<file path="src/rtl/farmer_game_ctrl_if.sv">
// Move/undo command channel between the player front end and farmer_game_ctrl.
// The master issues move or undo requests. The slave (the controller) answers with move_ready.
interface farmer_game_ctrl_if;
   logic       move_valid;
   logic [1:0] move_sel;
   logic       move_ready;
   logic       undo_valid;

   modport master (
      output move_valid,
      output move_sel,
      output undo_valid,
      input  move_ready
   );

   modport slave (
      input  move_valid,
      input  move_sel,
      input  undo_valid,
      output move_ready
   );
endinterface

</file>
<file path="src/rtl/farmer_game_ctrl.sv">
// farmer_game_ctrl: sequential controller for the farmer/fox/goat/beans puzzle.
// It holds the bank of each item as pos = {f,x,g,b}, checks that each move is legal,
// and counts moves against a budget. It reads the external safety checker's eaten flag
// during a one-cycle CHECK state, which decides between WIN, LOSE and a return to PLAY.
// Optional feature: define FARMER_UNDO_EN to add a one-level undo of the last move.
module farmer_game_ctrl #(
   parameter int unsigned CNT_W     = 5,
   parameter int unsigned MAX_MOVES = 15
) (
   input  logic               clk,
   input  logic               rst_n,
   input  logic               restart,
   farmer_game_ctrl_if.slave  cmd,
   input  logic               e_in,
   output logic [3:0]         pos,
   output logic [CNT_W-1:0]   move_count,
   output logic [1:0]         state,
   output logic               win,
   output logic               lose,
   output logic               illegal
);

   typedef enum logic [1:0] {
      ST_PLAY  = 2'd0,
      ST_CHECK = 2'd1,
      ST_WIN   = 2'd2,
      ST_LOSE  = 2'd3
   } state_e;

   localparam logic [CNT_W-1:0] MAX_CNT = CNT_W'(MAX_MOVES);

   state_e           state_q, state_d;
   logic [3:0]       pos_q, pos_d;
   logic [CNT_W-1:0] cnt_q, cnt_d;
   logic             illegal_q, illegal_d;

   logic [1:0]       pidx;
   logic [3:0]       toggle_mask;
   logic             move_legal;

`ifdef FARMER_UNDO_EN
   logic [3:0]       hist_q, hist_d;
   logic             hist_v_q, hist_v_d;
`else
   logic             unused_undo;
   assign unused_undo = cmd.undo_valid;
`endif

   // Passenger bit index in pos. For sel 0 the index lands on f itself, so the
   // mask and the legality test need no special case for the farmer crossing alone.
   always_comb begin
      pidx        = 2'd3 - cmd.move_sel;
      toggle_mask = 4'b1000 | (4'b0001 << pidx);
      move_legal  = (pos_q[pidx] == pos_q[3]);
   end

   // Next-state logic: restart first, then the per-state rules
   always_comb begin
      state_d   = state_q;
      pos_d     = pos_q;
      cnt_d     = cnt_q;
      illegal_d = 1'b0;
`ifdef FARMER_UNDO_EN
      hist_d    = hist_q;
      hist_v_d  = hist_v_q;
`endif
      if (restart) begin
         state_d = ST_PLAY;
         pos_d   = '0;
         cnt_d   = '0;
`ifdef FARMER_UNDO_EN
         hist_d   = '0;
         hist_v_d = 1'b0;
`endif
      end else begin
         unique case (state_q)
            ST_PLAY: begin
`ifdef FARMER_UNDO_EN
               if (cmd.undo_valid) begin
                  if (hist_v_q) begin
                     pos_d    = hist_q;
                     cnt_d    = cnt_q - 1'b1;
                     hist_v_d = 1'b0;
                  end else begin
                     illegal_d = 1'b1;
                  end
               end else
`endif
               if (cmd.move_valid) begin
                  if (move_legal) begin
                     pos_d   = pos_q ^ toggle_mask;
                     cnt_d   = cnt_q + 1'b1;
                     state_d = ST_CHECK;
`ifdef FARMER_UNDO_EN
                     hist_d   = pos_q;
                     hist_v_d = 1'b1;
`endif
                  end else begin
                     illegal_d = 1'b1;
                  end
               end
            end
            ST_CHECK: begin
               if (e_in)                 state_d = ST_LOSE;
               else if (pos_q == 4'b1111) state_d = ST_WIN;
               else if (cnt_q == MAX_CNT) state_d = ST_LOSE;
               else                       state_d = ST_PLAY;
            end
            default: ;
         endcase
      end
   end

   // State register with asynchronous active-low reset
   always_ff @(posedge clk or negedge rst_n) begin
      if (!rst_n) begin
         state_q   <= ST_PLAY;
         pos_q     <= '0;
         cnt_q     <= '0;
         illegal_q <= 1'b0;
      end else begin
         state_q   <= state_d;
         pos_q     <= pos_d;
         cnt_q     <= cnt_d;
         illegal_q <= illegal_d;
      end
   end

`ifdef FARMER_UNDO_EN
   // One-level undo history register
   always_ff @(posedge clk or negedge rst_n) begin
      if (!rst_n) begin
         hist_q   <= '0;
         hist_v_q <= 1'b0;
      end else begin
         hist_q   <= hist_d;
         hist_v_q <= hist_v_d;
      end
   end
`endif

   assign cmd.move_ready = (state_q == ST_PLAY);
   assign pos            = pos_q;
   assign move_count     = cnt_q;
   assign state          = state_q;
   assign win            = (state_q == ST_WIN);
   assign lose           = (state_q == ST_LOSE);
   assign illegal        = illegal_q;

endmodule
</file>
<file path="src/flat_wrapper.sv">
// flat-port wrapper written by rule: the top's interface ports become plain ports
module farmer_game_ctrl_flat 
#(
   parameter int unsigned CNT_W     = 5,
   parameter int unsigned MAX_MOVES = 15
)
  (clk, rst_n, restart, e_in, pos, move_count, state, win, lose, illegal, cmd_move_valid, cmd_move_sel, cmd_undo_valid, cmd_move_ready);
  farmer_game_ctrl_if cmd_i ();
  input  logic clk;
  input  logic rst_n;
  input  logic restart;
  input  logic e_in;
  output logic [3:0] pos;
  output logic [CNT_W-1:0] move_count;
  output logic [1:0] state;
  output logic win;
  output logic lose;
  output logic illegal;
  input wire logic [$bits(cmd_i.move_valid)-1:0] cmd_move_valid;
  input wire logic [$bits(cmd_i.move_sel)-1:0] cmd_move_sel;
  input wire logic [$bits(cmd_i.undo_valid)-1:0] cmd_undo_valid;
  output wire logic [$bits(cmd_i.move_ready)-1:0] cmd_move_ready;
  assign cmd_i.move_valid = cmd_move_valid;
  assign cmd_i.move_sel = cmd_move_sel;
  assign cmd_i.undo_valid = cmd_undo_valid;
  assign cmd_move_ready = cmd_i.move_ready;
  farmer_game_ctrl #(.CNT_W(CNT_W), .MAX_MOVES(MAX_MOVES)) u_core (.clk(clk), .rst_n(rst_n), .restart(restart), .cmd(cmd_i), .e_in(e_in), .pos(pos), .move_count(move_count), .state(state), .win(win), .lose(lose), .illegal(illegal));
endmodule
</file>
<file path="config.mk">
export PLATFORM = sky130hd
export DESIGN_NAME = farmer_game_ctrl_flat
export DESIGN_NICKNAME = d
export VERILOG_FILES = /design/src/rtl/farmer_game_ctrl_if.sv /design/src/rtl/farmer_game_ctrl.sv /design/src/flat_wrapper.sv
export SDC_FILE = /design/constraint.sdc
export NUM_CORES = 1
export LEC_CHECK = 0
export ABC_AREA = 1
export ABC_CLOCK_PERIOD_IN_PS = 4400
export CELL_PAD_IN_SITES_DETAIL_PLACEMENT = 0
export CELL_PAD_IN_SITES_GLOBAL_PLACEMENT = 2
export CORE_MARGIN = 5
export CORE_UTILIZATION = 26
export CTS_CLUSTER_DIAMETER = 150
export DETAILED_ROUTE_END_ITERATION = 10
export GPL_TIMING_DRIVEN = 0
export PLACE_DENSITY = 0.91
export SLEW_MARGIN = 20
export SYNTH_ARGS = -nofsm -noshare
export SYNTH_HDL_FRONTEND = slang
export SYNTH_SLANG_ARGS = --single-unit
</file>
<file path="constraint.sdc">
create_clock -name clk -period 4.4 [get_ports clk]
set_input_delay 0.66 -clock clk [delete_from_list [all_inputs] [get_ports clk]]
set_output_delay 0.66 -clock clk [all_outputs]
set_load 0.03 [all_outputs]
</file>
==> results.py <==
metrics = {
    "outcome": {
        "status": "completed",
    },
    "timing": {
        "finalCriticalPeriod_ps": 2250,
        "setup_tns_ps": 0,
        "fmax_ghz": 0.445,
        "worst_pin_slew_ps": 565,
        "rsz0062_at_grt": "false",
        "slew_headroom": 0.622,
        "fin_worst_skew_ps": 5.89,
        "finalCritPeriodShare": 0.511,
        "finalHoldViolations": 0,
        "drv_slew": 0,
        "setup_viol": 0,
        "whs_ps": 547,
    },
    "floorplan": {
        "die_area_um2": 4020,
        "initial_core_util": 0.269,
        "die_height_um": 63.4,
        "core-area_um2": 2760,
        "rows": 19,
        "die_w_um": 63.4,
        "ioPinCount": 23,
    },
    "global_route": {
        "grt_pass1_wl_um": 3350,
        "grt_pass1_vias": 743,
        "grt_max_degree": 13,
        "gr-total-overflow": 0,
        "antenna_found_initial": 0,
        "grt.total_usage": 0.101,
    },
    "layout": {
        "nets": 132,
        "fillers": 304,
        "antennaDiodeCount": 0,
        "syn_to_final_growth_pct": 36.6,
        "drive_above_1_share": 0.117,
    },
    "synthesis": {
        "syn-cell-area_um2": 742,
        "avgSynthCellArea_um2": 7.73,
        "yosysMostFrequentCell": "nand2_1",
        "yosys_warnings": 0,
        "seq_area_frac_synth": 0.405,
        "synth_top_area_share": 0.405,
        "synthFlopType": "dfrtp_1",
        "syn_inst": 96,
        "synth_edf_count": 0,
        "yosysTopAreaCell": "dfrtp_1",
        "synth-async-reset-ratio": 1.00,
        "synth.top_cells.by_area": "dfrtp_1 40%, nand2_1 12%, nand3_1 7.4%",
        "synth_seq_cells": 12,
        "synth_nets": 106,
        "ys_types": 20,
        "netlist_top_cells_count": "24 x nand2_1, 13 x inv_1, 12 x dfrtp_1",
    },
    "clock_network": {
        "cts_resized": 0,
        "cts.hold.buffers_added": 0,
        "cts_root_buf": "clkbuf_4",
        "cts_tree": "done",
        "numCtsBuffers": 3,
        "htree_levels": 1,
        "max-clock-path-buffers": 2,
        "post_cts_buffers": 0,
        "insertion_delay_ps": 270,
        "clock_sinks": 12,
        "path_clk_slew_ps": 70,
    },
    "placement": {
        "place_congestion": 0.760,
        "numPortBuffers": 21,
        "dp_hpwl_um": 1370,
    },
    "hold_path": {
        "min_delay_path_depth": 2,
        "whs_endpoint": "u_core.move_count[4]$_DFFE_PN0P_",
        "hold_class": "reg2reg",
        "min_from": "u_core.move_count[4]$_DFFE_PN0P_",
    },
    "critical_path": {
        "crit_fanout": 6,
        "critPathRequiredTime_ps": 3740,
        "cp-start-kind": "flop",
        "rrSetupSlack_ps": 2900,
        "crit_path_max_incr_delay_ps": 690,
        "cp.arrival_ps": 1590,
        "worst-path-buf-inv": 2,
        "cp_top_family": "buffers and inverters",
        "path_cells": "inv_1, nor2_1, clkdlybuf4s50_1",
        "reg2reg_depth": 6,
        "r2r-start": "u_core.move_count[0]$_DFFE_PN0P_",
        "path_class": "reg2out",
        "r2r-end": "u_core.move_count[4]$_DFFE_PN0P_",
        "critPathSlowestCell": "clkdlybuf4s50_1",
        "critPathCaptureType": "output port",
    },
    "pwr": {
        "total_power_w": 0.000286,
        "p_int_w": 0.000183,
        "ir_drop_uv": 175,
        "power_frac_seq": 0.445,
        "p_sw_w": 0.000102,
        "pwr-share-comb": 0.323,
        "p_clk_frac": 0.232,
        "p_per_area_nw_per_um2": 282,
        "switching_share": 0.358,
        "cellLeakagePower_nw": 0.521,
    },
    "route": {
        "drcViolationCount": 0,
        "num_vias": 707,
        "wire_per_inst_um": 12.4,
        "drtPass1Iterations": 5,
        "ant_nets": 0,
        "dr.first_iter.drc_count": 40,
        "vias_per_cell": 4.68,
        "wl_um": 1870,
    },
    "job": {
        "maxCapViolCount": 0,
    },
}
layout by cell type (no fill, tap or decap), types with 2 or more instances in the layout:
master / count
inv_2: 2
nand2_1: 24
xor2_1: 5
nand2_2: 3
dfrtp_1: 12
nor2_1: 2
nor3_1: 4
ha_1: 2
nand3_1: 11
nand4_1: 8
inv_1: 13
clkdlybuf4s50_1: 21
clkbuf_4: 3
nand3_2: 2
cell families (layout without fill, tap and decap cells):
| kind of cell | Yosys count | after routing | synth area share |
|---|---|---|---|
| compound gates | 4 | 4 | 0.0354 |
| simple gates | 57 | 57 | 0.385 |
| flops | 12 | 12 | 0.405 |
| fa+ha+maj | 2 | 2 | 0.0337 |
| buf+inv | 16 | 40 | 0.0826 |
| xor+xnor | 5 | 5 | 0.0590 |
tightest hold or removal path: stages, from the launching register on:
cell	delay (ps)
dfrtp_1	370
nand3_1	90
nand2_1	60
flip-flops by register name (all words and copies together) (netlist names):
register           flops
u_core.illegal         1
u_core.pos             4
u_core.state           2
u_core.move_count      5
power groups by stage:
stage	Sequential, W	Combinational, W	Clock (W)
floorplan	0.000141	0.0000423	0
global placement	0.000129	0.0000934	0
detailed placement	0.000129	0.0000935	0
CTS	0.000127	0.0000939	0.0000703
global route	0.000128	0.000102	0.0000776
finish	0.000127	0.0000924	0.0000662
stage by stage:
step	util	instances	area, µm²	setup WS [ps]
global placement	0.359	148	991	2320
CTS	0.368	151	1010	2150
global route	0.368	151	1010	2080
finish	0.368	151	1010	2150
detailed placement	0.359	148	991	2300
floorplan	-	96	742	2660
cell type report:
| cell class | instances | area (µm²) | area share |
|---|---|---|---|
| buffer | 1 | 5.00 | 0.00494 |
| clock buffer | 3 | 22.5 | 0.0222 |
| inverter | 15 | 56.3 | 0.0556 |
| multi-input combinational | 68 | 380 | 0.375 |
| sequential | 12 | 300 | 0.296 |
| tap | 31 | 38.8 | 0.0383 |
| timing repair buffer | 21 | 210 | 0.207 |
how the worst max path moves through the flow:
stage	end	start	slack (ps)	cells past startpoint
after global routing	win	u_core.state[1]$_DFFE_PN0P_	2080	3
after floorplan	win	u_core.state[1]$_DFFE_PN0P_	2660	2
after detailed placement	u_core.move_count[3]$_DFFE_PN0P_	cmd_move_sel[0]	2300	10
after global placement	u_core.move_count[0]$_DFFE_PN0P_	cmd_move_sel[0]	2320	10
final	win	u_core.state[1]$_DFFE_PN0P_	2150	3
after CTS	win	u_core.state[1]$_DFFE_PN0P_	2150	3
routing by layer:
layer / routed length, µm / GRT usage / vias to the layer above
li1: - / - / 362
met4: 0 / 0.0312 / 0
met5: 0 / 0 / -
met1: 933 / 0.133 / 321
met3: 110 / 0.0391 / 0
met2: 821 / 0.152 / 24
No activity file was read; power rests on OpenSTA's default activity.
